$ cat src/rtl/kaiser_pipe_pkg.sv
// Shared types and constants for the CPU pipeline stage registers.
package kaiser_pipe_pkg;

  localparam int unsigned CTRL_W = 22;
  localparam int unsigned REG_W  = 3;
  localparam int unsigned IMM_W  = 16;

  typedef struct packed {
    logic [CTRL_W-1:0] control;
    logic [REG_W-1:0]  rm;
    logic [REG_W-1:0]  rn;
    logic [REG_W-1:0]  rd;
    logic [IMM_W-1:0]  imm;
  } pipe_payload_t;

  typedef enum logic [1:0] {EMPTY, MAIN, SKID} pipe_state_t;

  localparam pipe_payload_t PIPE_NOP  = '0;
  localparam int unsigned   PAYLOAD_W = $bits(pipe_payload_t);

endpackage

$ cat src/rtl/pipe_payload_reg.sv
// Payload-wide register: async active-low reset to NOP, synchronous clear beats enable.
module pipe_payload_reg
  import kaiser_pipe_pkg::*;
#(
  parameter int unsigned Width = PAYLOAD_W
) (
  input  logic             clk,
  input  logic             rst,
  input  logic             en,
  input  logic             clr,
  input  logic [Width-1:0] d,
  output logic [Width-1:0] q
);

  always_ff @(posedge clk or negedge rst) begin
    if (!rst) begin
      q <= '0;
    end else if (clr) begin
      q <= '0;
    end else if (en) begin
      q <= d;
    end
  end

endmodule

$ cat src/rtl/pipeline_stage_hs.sv
// Valid/ready pipeline stage register for the decoded-instruction payload.
// Define PIPE_SKID_EN for the two-entry build with a registered in_ready.
module pipeline_stage_hs #(
  parameter int unsigned CTRL_W = kaiser_pipe_pkg::CTRL_W,
  parameter int unsigned REG_W  = kaiser_pipe_pkg::REG_W,
  parameter int unsigned IMM_W  = kaiser_pipe_pkg::IMM_W
) (
  input  logic              clk,
  input  logic              rst,
  input  logic              in_valid,
  output logic              in_ready,
  input  logic [CTRL_W-1:0] control_in,
  input  logic [REG_W-1:0]  num_Rm_in,
  input  logic [REG_W-1:0]  num_Rn_in,
  input  logic [REG_W-1:0]  num_Rd_in,
  input  logic [IMM_W-1:0]  imm_in,
  input  logic              flush,
  output logic              out_valid,
  input  logic              out_ready,
  output logic [CTRL_W-1:0] control_out,
  output logic [REG_W-1:0]  num_Rm_out,
  output logic [REG_W-1:0]  num_Rn_out,
  output logic [REG_W-1:0]  num_Rd_out,
  output logic [IMM_W-1:0]  imm_out,
  output logic [15:0]       stall_cnt
);
  import kaiser_pipe_pkg::*;

  // Widths must match the package payload struct.
  pipe_state_t   state_q, state_d;
  pipe_payload_t in_payload, main_q, main_d;
  logic          main_en, main_clr;
  logic          in_xfer, out_xfer;
  logic [15:0]   stall_q;

  always_comb begin
    in_payload         = PIPE_NOP;
    in_payload.control = control_in;
    in_payload.rm      = num_Rm_in;
    in_payload.rn      = num_Rn_in;
    in_payload.rd      = num_Rd_in;
    in_payload.imm     = imm_in;
  end

  assign out_valid = (state_q != EMPTY);
  assign in_xfer   = in_valid && in_ready && !flush;
  assign out_xfer  = out_valid && out_ready && !flush;

`ifdef PIPE_SKID_EN
  pipe_payload_t skid_q;
  logic          skid_en, skid_clr;
  logic          in_ready_q;

  always_comb begin
    state_d  = state_q;
    main_d   = in_payload;
    main_en  = 1'b0;
    main_clr = flush;
    skid_en  = 1'b0;
    skid_clr = flush;
    unique case (state_q)
      EMPTY: begin
        if (in_xfer) begin
          state_d = MAIN;
          main_en = 1'b1;
        end
      end
      MAIN: begin
        if (in_xfer && out_xfer) begin
          main_en = 1'b1;
        end else if (in_xfer) begin
          state_d = SKID;
          skid_en = 1'b1;
        end else if (out_xfer) begin
          state_d  = EMPTY;
          main_clr = 1'b1;
        end
      end
      SKID: begin
        if (out_xfer) begin
          state_d  = MAIN;
          main_d   = skid_q;
          main_en  = 1'b1;
          skid_clr = 1'b1;
        end
      end
      default: state_d = EMPTY;
    endcase
    if (flush) state_d = EMPTY;
  end

  // Registered ready breaks the out_ready -> in_ready combinational chain.
  always_ff @(posedge clk or negedge rst) begin
    if (!rst) begin
      in_ready_q <= 1'b1;
    end else begin
      in_ready_q <= (state_d != SKID);
    end
  end

  assign in_ready = in_ready_q;

  pipe_payload_reg #(
    .Width(PAYLOAD_W)
  ) u_skid_reg (
    .clk(clk),
    .rst(rst),
    .en (skid_en),
    .clr(skid_clr),
    .d  (in_payload),
    .q  (skid_q)
  );
`else
  assign in_ready = !out_valid || out_ready;

  always_comb begin
    state_d  = state_q;
    main_d   = in_payload;
    main_en  = 1'b0;
    main_clr = flush;
    unique case (state_q)
      EMPTY: begin
        if (in_xfer) begin
          state_d = MAIN;
          main_en = 1'b1;
        end
      end
      MAIN: begin
        // With the output held, an input transfer implies an output transfer.
        if (in_xfer) begin
          main_en = 1'b1;
        end else if (out_xfer) begin
          state_d  = EMPTY;
          main_clr = 1'b1;
        end
      end
      default: state_d = EMPTY;
    endcase
    if (flush) state_d = EMPTY;
  end
`endif

  always_ff @(posedge clk or negedge rst) begin
    if (!rst) begin
      state_q <= EMPTY;
    end else begin
      state_q <= state_d;
    end
  end

  always_ff @(posedge clk or negedge rst) begin
    if (!rst) begin
      stall_q <= '0;
    end else if (out_valid && !out_ready && !flush && (stall_q != 16'hFFFF)) begin
      stall_q <= stall_q + 16'd1;
    end
  end

  pipe_payload_reg #(
    .Width(PAYLOAD_W)
  ) u_main_reg (
    .clk(clk),
    .rst(rst),
    .en (main_en),
    .clr(main_clr),
    .d  (main_d),
    .q  (main_q)
  );

  assign control_out = main_q.control;
  assign num_Rm_out  = main_q.rm;
  assign num_Rn_out  = main_q.rn;
  assign num_Rd_out  = main_q.rd;
  assign imm_out     = main_q.imm;
  assign stall_cnt   = stall_q;

endmodule

$ cat config.mk
export PLATFORM = sky130hd
export DESIGN_NAME = pipeline_stage_hs
export DESIGN_NICKNAME = d
export VERILOG_FILES = /design/src/rtl/kaiser_pipe_pkg.sv /design/src/rtl/pipe_payload_reg.sv /design/src/rtl/pipeline_stage_hs.sv
export SDC_FILE = /design/constraint.sdc
export NUM_CORES = 1
export LEC_CHECK = 0
export BUFFER_PORTS_ARGS = -buffer_cell sky130_fd_sc_hd__buf_2
export CAP_MARGIN = 20
export CORE_UTILIZATION = 45
export CTS_BUF_LIST = sky130_fd_sc_hd__clkbuf_4
export CTS_CLUSTER_SIZE = 16
export DETAILED_ROUTE_END_ITERATION = 8
export HOLD_SLACK_MARGIN = 0.12
export PLACE_DENSITY_LB_ADDON = 0.15
export SLEW_MARGIN = 30
export SYNTH_ARGS = -nofsm -noshare
export SYNTH_HDL_FRONTEND = slang
export SYNTH_SLANG_ARGS = --single-unit
$ cat constraint.sdc
create_clock -name clk -period 4.2 [get_ports clk]
set_input_delay 1.26 -clock clk [delete_from_list [all_inputs] [get_ports clk]]
set_output_delay 1.26 -clock clk [all_outputs]
set_load 0.01 [all_outputs]
## After elaboration in Yosys (flattened, before gate mapping)

Cells that the tools add are included.

| storage, ports and cells | value |
|---|---|
| output and inout bits | 65 |
| register bits after elaboration | 65 |
| logic and storage cells | 37 |
| bits of input ports | 52 |

| cells by class | value |
|---|---|
| add/subtract/negate cells | 1 |
| multiplexer cells | 12 |
| eq/ne operators | 5 |
| reductions and logical operators | 16 |

Operator list:

| operator | count |
|---|---|
| 47-bit two-way mux | 2 |
| 16-bit by 1-bit adder with 16-bit output, second input constant | 1 |
| 16-bit inequality test, second input constant | 1 |
| 3-bit inequality test, second input constant | 3 |
| 2-bit two-way mux | 4 |
| 1-bit logical AND | 7 |
| 1-bit two-way mux | 5 |
| 2-bit case mux with 2 select lines | 1 |
| 2-bit nonzero test | 2 |
| 1-bit zero test | 3 |
| 3-bit AND reduction | 1 |
| 2-bit by 1-bit equality test with 1-bit output, second input constant | 1 |
| 2-bit zero test | 1 |
| 2-bit OR reduction | 1 |
| 1-bit logical OR | 1 |

## Logic depth before layout (Yosys ltp)

Gate-level depths: netlist of the first run.

| logic depth | value |
|---|---|
| word-level depth | 9 |
| gate-level depth with buffers | 6 |
| mapped depth without buffers | 5 |

## By module

A second synthesis of the first run with hierarchy kept.

| unflattened totals | value |
|---|---|
| cell total of the unflattened synthesis | 229 |
| area, all modules | 2807.7 sq um |

By module, submodules not included:

| module | times used | cells an instance | seq. area each (sq um) | area each (sq um) |
|---|---|---|---|---|
| pipe_payload_reg | 1 | 151 | 1176.1 | 1921.8 |
| pipeline_stage_hs | 1 | 78 | 425.4 | 885.8 |

## Worst setup path after synthesis of the first run

No wires, ideal clock.

| timing | value |
|---|---|
| path type | input to output |
| start | in out_ready |
| end | out in_ready |
| arrival time | 1.575 ns |
| buffers on the path | 0 |
| required time | 2.940 ns |
| stages on the path | 2 |
| setup slack | 1.365 ns |
| path through | and2b_1 > inv_1 |

| between the ends | value |
|---|---|
| word-level cells in the longest chain between the ends | 1 |

Ends and longest elaborated chain:

| element | RTL line | source |
|---|---|---|
| start, declared | pipeline_stage_hs.sv:19 | `input logic out_ready,` |
| 1-bit logical OR | pipeline_stage_hs.sv:114 | `assign in_ready = !out_valid \|\| out_ready;` |
| end, declared | pipeline_stage_hs.sv:11 | `output logic in_ready,` |

No other way between the ends.

## Worst setup path in the final report of the first run

Ends and elaborated chain as after synthesis.

==> results of run 1 <==
-- stage by stage --
step / utilization / hold WS [ns] / instance area [um2] / power [mW] / setup WS (ns)
2_1_floorplan: - / 0.532 / 2510 / 0.799 / 1.36
3_3_place_gp: 0.603 / 0.484 / 3160 / 0.895 / 1.14
3_5_place_dp: 0.608 / 0.485 / 3190 / 0.904 / 1.12
5_1_grt: 0.639 / 0.528 / 3340 / 1.41 / 1.07
4_1_cts: 0.639 / 0.512 / 3340 / 1.36 / 1.12
6_report: 0.639 / 0.504 / 3340 / 1.35 / 1.11
-- report_power, final --
part | switching [mW] | total, mW | internal (mW) | leakage [nW]
Clock | 0.200 | 0.460 | 0.260 | 0.0890
Combinational | 0.0995 | 0.192 | 0.0928 | 0.954
Sequential | 0.0376 | 0.698 | 0.660 | 0.856
-- metal layers --
metal,global-route usage,part of all wire
met1,0.260,0.44
met2,0.319,0.48
met3,0.0405,0.055
met4,0.113,0.022
met5,0,0
-- state kept, by name, summed over array words and instances, names as in the netlist --
register	count
state_q	1
stall_cnt	16
u_main_reg.q	47
-- layout make-up --
type / count / area, um2 / share of cell area
inverter: 2 / 7.51 / 0.00224
timing repair buffer: 119 / 623 / 0.186
multi-input combinational: 109 / 866 / 0.259
sequential: 64 / 1600 / 0.479
clock buffer: 12 / 90.1 / 0.0269
tap: 70 / 87.6 / 0.0262
clock inverter: 4 / 68.8 / 0.0206
-- kinds of logic after synthesis --
family / count (synthesis)
muxes: 2
AOI/OAI and AO/OA: 48
xor gates and xnor gates: 14
DFF: 64
and+or+nand+nor: 44
buffers and inverters: 13
adders and majority gates: 1
-- critical path, cell delays in order --
cell,delay [ns]
buf_2,0.10
and2b_1,0.26
inv_1,0.06
buf_2,0.14
-- layout by cell type (no fill, tap or decap), drive strengths merged, types with 2 or more instances in the layout --
cell	Yosys	final
a22o	47	47
and3	3	3
buf	8	119
bufinv	0	2
clkbuf	3	12
clkinv	0	2
dfrtp	64	64
inv	2	2
mux2	2	2
nand2	6	6
nand3	2	2
nand4	6	6
nor2	8	8
nor3	5	5
nor3b	5	5
nor4	5	5
xnor2	2	2
xor2	12	12
-- path summary, 6_finish.rpt --
path	startpoint	to	depth (start not counted)
worst max register to register	stall_cnt[0]	stall_cnt[1]	5
worst max-delay path	out_ready	in_ready	4
worst min-delay path	u_main_reg.q[33]	u_main_reg.q[33]	1
max in group asynchronous	rst	u_main_reg.q[5]	2
worst min register to register	u_main_reg.q[33]	u_main_reg.q[33]	1
min in group asynchronous	rst	u_main_reg.q[27]	1
==> results.json, run 1 <==
{
  "fin_crit_sh": 0.735,
  "async_flop_share": 1.00,
  "yosys.cell_types.count": 27,
  "fin_cells": 380,
  "die_w_um": 76.7,
  "slew_violations": 0,
  "grt_pass1_wl_mm": 9.16,
  "ctsHtreeMaxLevel": 3,
  "hold_buffers": 0,
  "fp.dieH_um": 76.7,
  "cts_root_buf": "clkbuf_4",
  "wl_per_cell_um": 14.9,
  "rows": 26,
  "grt_pass1_vias": 1975,
  "num-nets-final": 358,
  "overflow": 0,
  "clk-insertion-delay-late_ns": 0.37,
  "antennaDiodeCount": 0,
  "crit_arrival_ns": 1.83,
  "hpwl_mm": 4.08,
  "clockBufferDepth": 2,
  "start_util": 0.480,
  "power.density_nw_per_um2": 404,
  "num_vias": 1979,
  "place_congestion": 0.785,
  "synth_top_family_by_area": "compound AO/OA/AOI/OAI gates",
  "path_class": "input pin to primary output",
  "yosys-top-cells-area": "dfrtp_1 64%, a22o_1 16%, xor2_1 4.2%",
  "synth_edf_count": 0,
  "fin_skew_ns": 0.00927,
  "synth-xor-area-share": 0.0488,
  "io_buffers": 116,
  "synth_top_area_cell": "dfrtp_1",
  "tightestPinTransition_ns": 0.735,
  "ys_warn_count": 0,
  "yosysMostFrequentCell": "dfrtp_1",
  "drt_iter0_markers": 121,
  "drc": 0,
  "drtAntennaViolNets": 0,
  "firstDrtPassIters": 4,
  "end_kind": "primary output",
  "hold_violations": 0,
  "rsz0062_at_grt": "false",
  "synth_mux_area_frac": 0.0105,
  "required_ns": 2.94,
  "p_leak_nw": 1.90,
  "antenna_found_initial": 0,
  "netlist_area_um2": 2510,
  "clock.fmax_ghz": 0.324,
  "synth_top_cell_area_share": 0.637,
  "cts_tree": "built",
  "fp.dieArea_um2": 5890,
  "synth_area_per_cell_um2": 13.5,
  "ir_drop_mv": 0.281,
  "max_slew_margin": 0.510,
  "r2r_slack_ns": 2.26,
  "io_pins": 117,
  "ys_seq_elements": 64,
  "syn_nets": 239,
  "synth-simple-area-share": 0.108,
  "grt_max_degree": 40,
  "cts_buffers": 9,
  "tns_ns": 0,
  "drv_cap": 0,
  "cts.sinks": 64,
  "hold_class": "register to register",
  "cp-start-kind": "input pin",
  "status": "finished clean",
  "core_area_um2": 5240,
  "cp_max_fo": 5,
  "viasPerCell": 5.21,
  "clk_pin_slew_ns": 0.09,
  "placed_cells": 364,
  "synth_compound_area_frac": 0.167,
  "layout-drive-gt1-share": 0.458,
  "syn_inst": 186,
  "cts-resized-gates": 0,
  "period_minus_slack_ns": 3.09,
  "finalWirelength_mm": 5.67,
  "n_fill_cell": 431,
  "yosysSeqAreaShare": 0.637,
  "synthAdderAreaFrac": 0.00498,
  "area_growth_pct": 33.1,
  "synthFlopType": "dfrtp_1",
  "synth_common_cells": "64 x dfrtp_1, 47 x a22o_1, 12 x xor2_1, 7 x buf_2, 7 x nor2_1",
  "setup_viol": 0,
  "cts_setup_buffers": 0,
  "gr-usage-all-layers": 0.202
}
Note: power is estimated with default switching activity, not from simulation.
==> run 2, diff against run 1 <==
- CORE_UTILIZATION: 45 -> 43
- clock period: 4.2 -> 2.5 ns (I/O delays scaled with it)
==> run 2 against run 1 <==
  * Non-clock buffer count grew 2
  * Critical path depth is the same
  * Design area up 0.90%
  * Via count is 0.35% higher
  * Sequential power rose by 68%
  * Utilization shrank 3.3 points
  * Clock skew up 0.0039 ns
  * Worst hold slack got worse by 0.16 ns
  * Combinational power grew 70%
  * Register-to-register slack worse by 1.7 ns
==> results.json, run 2 (synthesis gave the netlist of run 1 again) <==
{
  "drv_cap": 0,
  "cts-resized-gates": 0,
  "gr-usage-all-layers": 0.190,
  "layout_common_cells": "116 x buf_2, 64 x dfrtp_1, 47 x a22o_1",
  "fin_crit_sh": 0.829,
  "clockBufferDepth": 2,
  "clk_pin_slew_ns": 0.11,
  "firstDrtPassIters": 4,
  "start_util": 0.451,
  "grt_pass1_wl_mm": 8.89,
  "rows": 27,
  "n_fill_cell": 484,
  "grt_max_degree": 48,
  "setup_viol": 0,
  "overflow": 0,
  "wl_per_cell_um": 14.7,
  "num_vias": 1986,
  "cts.sinks": 64,
  "cp_max_fo": 5,
  "fp.dieArea_um2": 6150,
  "layout_commonest_cell": "buf_2",
  "drt_iter0_markers": 121,
  "switchingPower_mw": 0.595,
  "p_leak_nw": 1.91,
  "die_w_um": 78.4,
  "drtAntennaViolNets": 0,
  "end_kind": "primary output",
  "fin_cells": 384,
  "max_slew_margin": 0.617,
  "antenna_found_initial": 0,
  "ctsHtreeMaxLevel": 3,
  "viasPerCell": 5.17,
  "hold_buffers": 0,
  "seqPwrFrac": 0.515,
  "fin_skew_ns": 0.0132,
  "ir_drop_mv": 0.471,
  "cts_tree": "built",
  "rsz0062_at_grt": "false",
  "fin_total_pwr_mw": 2.28,
  "power.density_nw_per_um2": 675,
  "cts_buffers": 9,
  "regToRegStartpoint": "stall_cnt[0]",
  "antennaDiodeCount": 0,
  "hold_class": "input pin to asynchronous set/reset pin",
  "largest_register_ffs": 47,
  "clock.fmax_ghz": 0.482,
  "tightestPinTransition_ns": 0.575,
  "status": "finished clean",
  "cp-start-kind": "input pin",
  "hpwl_mm": 3.82,
  "area_growth_pct": 34.3,
  "slew_violations": 0,
  "drc": 0,
  "num-nets-final": 360,
  "clk-insertion-delay-late_ns": 0.39,
  "io_buffers": 116,
  "regMostFlops": "u_main_reg.q",
  "fp.dieH_um": 78.4,
  "period_minus_slack_ns": 2.07,
  "tns_ns": 0,
  "hold_violations": 0,
  "placed_cells": 367,
  "cts_root_buf": "clkbuf_4",
  "io_pins": 117,
  "path_class": "input pin to primary output",
  "internal-power_mw": 1.68,
  "place_congestion": 0.829,
  "pwr-share-comb": 0.143,
  "timing.critical_path.from": "out_ready",
  "crit_arrival_ns": 1.32,
  "layout-drive-gt1-share": 0.465,
  "cts_setup_buffers": 0,
  "grt_pass1_vias": 1812,
  "core_area_um2": 5570,
  "finalWirelength_mm": 5.64,
  "switching_share": 0.261,
  "pwr-share-clk": 0.343,
  "required_ns": 1.75
}
## run 2: cell types whose count changed in the layout (fill, tap and decap cells not counted)
cell,before,now
clkinv_2,1,3
clkinv_4,0,1
buf_4,2,3
buf_12,0,1
clkinv_1,1,0
clkbuf_4,12,10
## run 2: layer usage
metal  global-route usage  vias up  wire length (um)
met1                0.273      947              2770
met3               0.0500       10               406
met5                    0        -                 0
met4               0.0944        0               106
met2                0.263       84              2350
li1                     -      945                 -
## run 2: worst max-delay path, stage by stage
cell and delay, ns:
buf_2 0.10, and2b_1 0.28, inv_1 0.06, buf_2 0.13
## run 2: layout make-up
cell class                      count  area [um2]  area share
Clock buffer                       10        75.1      0.0222
Clock inverter                      6        83.8      0.0248
Tap cell                           72        90.1      0.0267
Sequential cell                    64        1600       0.475
Timing Repair Buffer              121         651       0.193
Inverter                            2        7.51     0.00222
Multi-Input combinational cell    109         866       0.257
## run 2: metrics by stage
step | area (um2) | worst slack (ns) | utilization | hold WS, ns
finish | 3370 | 0.427 | 0.605 | 0.346
global route | 3370 | 0.412 | 0.605 | 0.365
CTS | 3350 | 0.434 | 0.600 | 0.337
detailed placement | 3190 | 0.123 | 0.572 | 0.485
global placement | 3190 | 0.167 | 0.572 | 0.482
floorplan | 2510 | 0.532 | - | 0.454
## run 2: worst paths after layout
| check | slack, ns | depth (start not counted) | end |
|---|---|---|---|
| max | 0.43 | 4 | in_ready |
| min | 0.35 | 1 | stall_cnt[14] |
| max reg2reg | 0.58 | 5 | stall_cnt[1] |
| min reg2reg | 0.51 | 1 | u_main_reg.q[38] |
| max in group asynchronous | 1.47 | 2 | u_main_reg.q[8] |
| min in group clk | 0.51 | 1 | u_main_reg.q[38] |
## run 2: power groups by stage
stage | clock, mW | combinational, mW | sequential (mW)
after floorplan | 0 | 0.120 | 1.22
after global placement | 0 | 0.316 | 1.19
after detailed placement | 0 | 0.322 | 1.19
after CTS | 0.807 | 0.324 | 1.17
after global routing | 0.851 | 0.356 | 1.18
final | 0.780 | 0.326 | 1.17
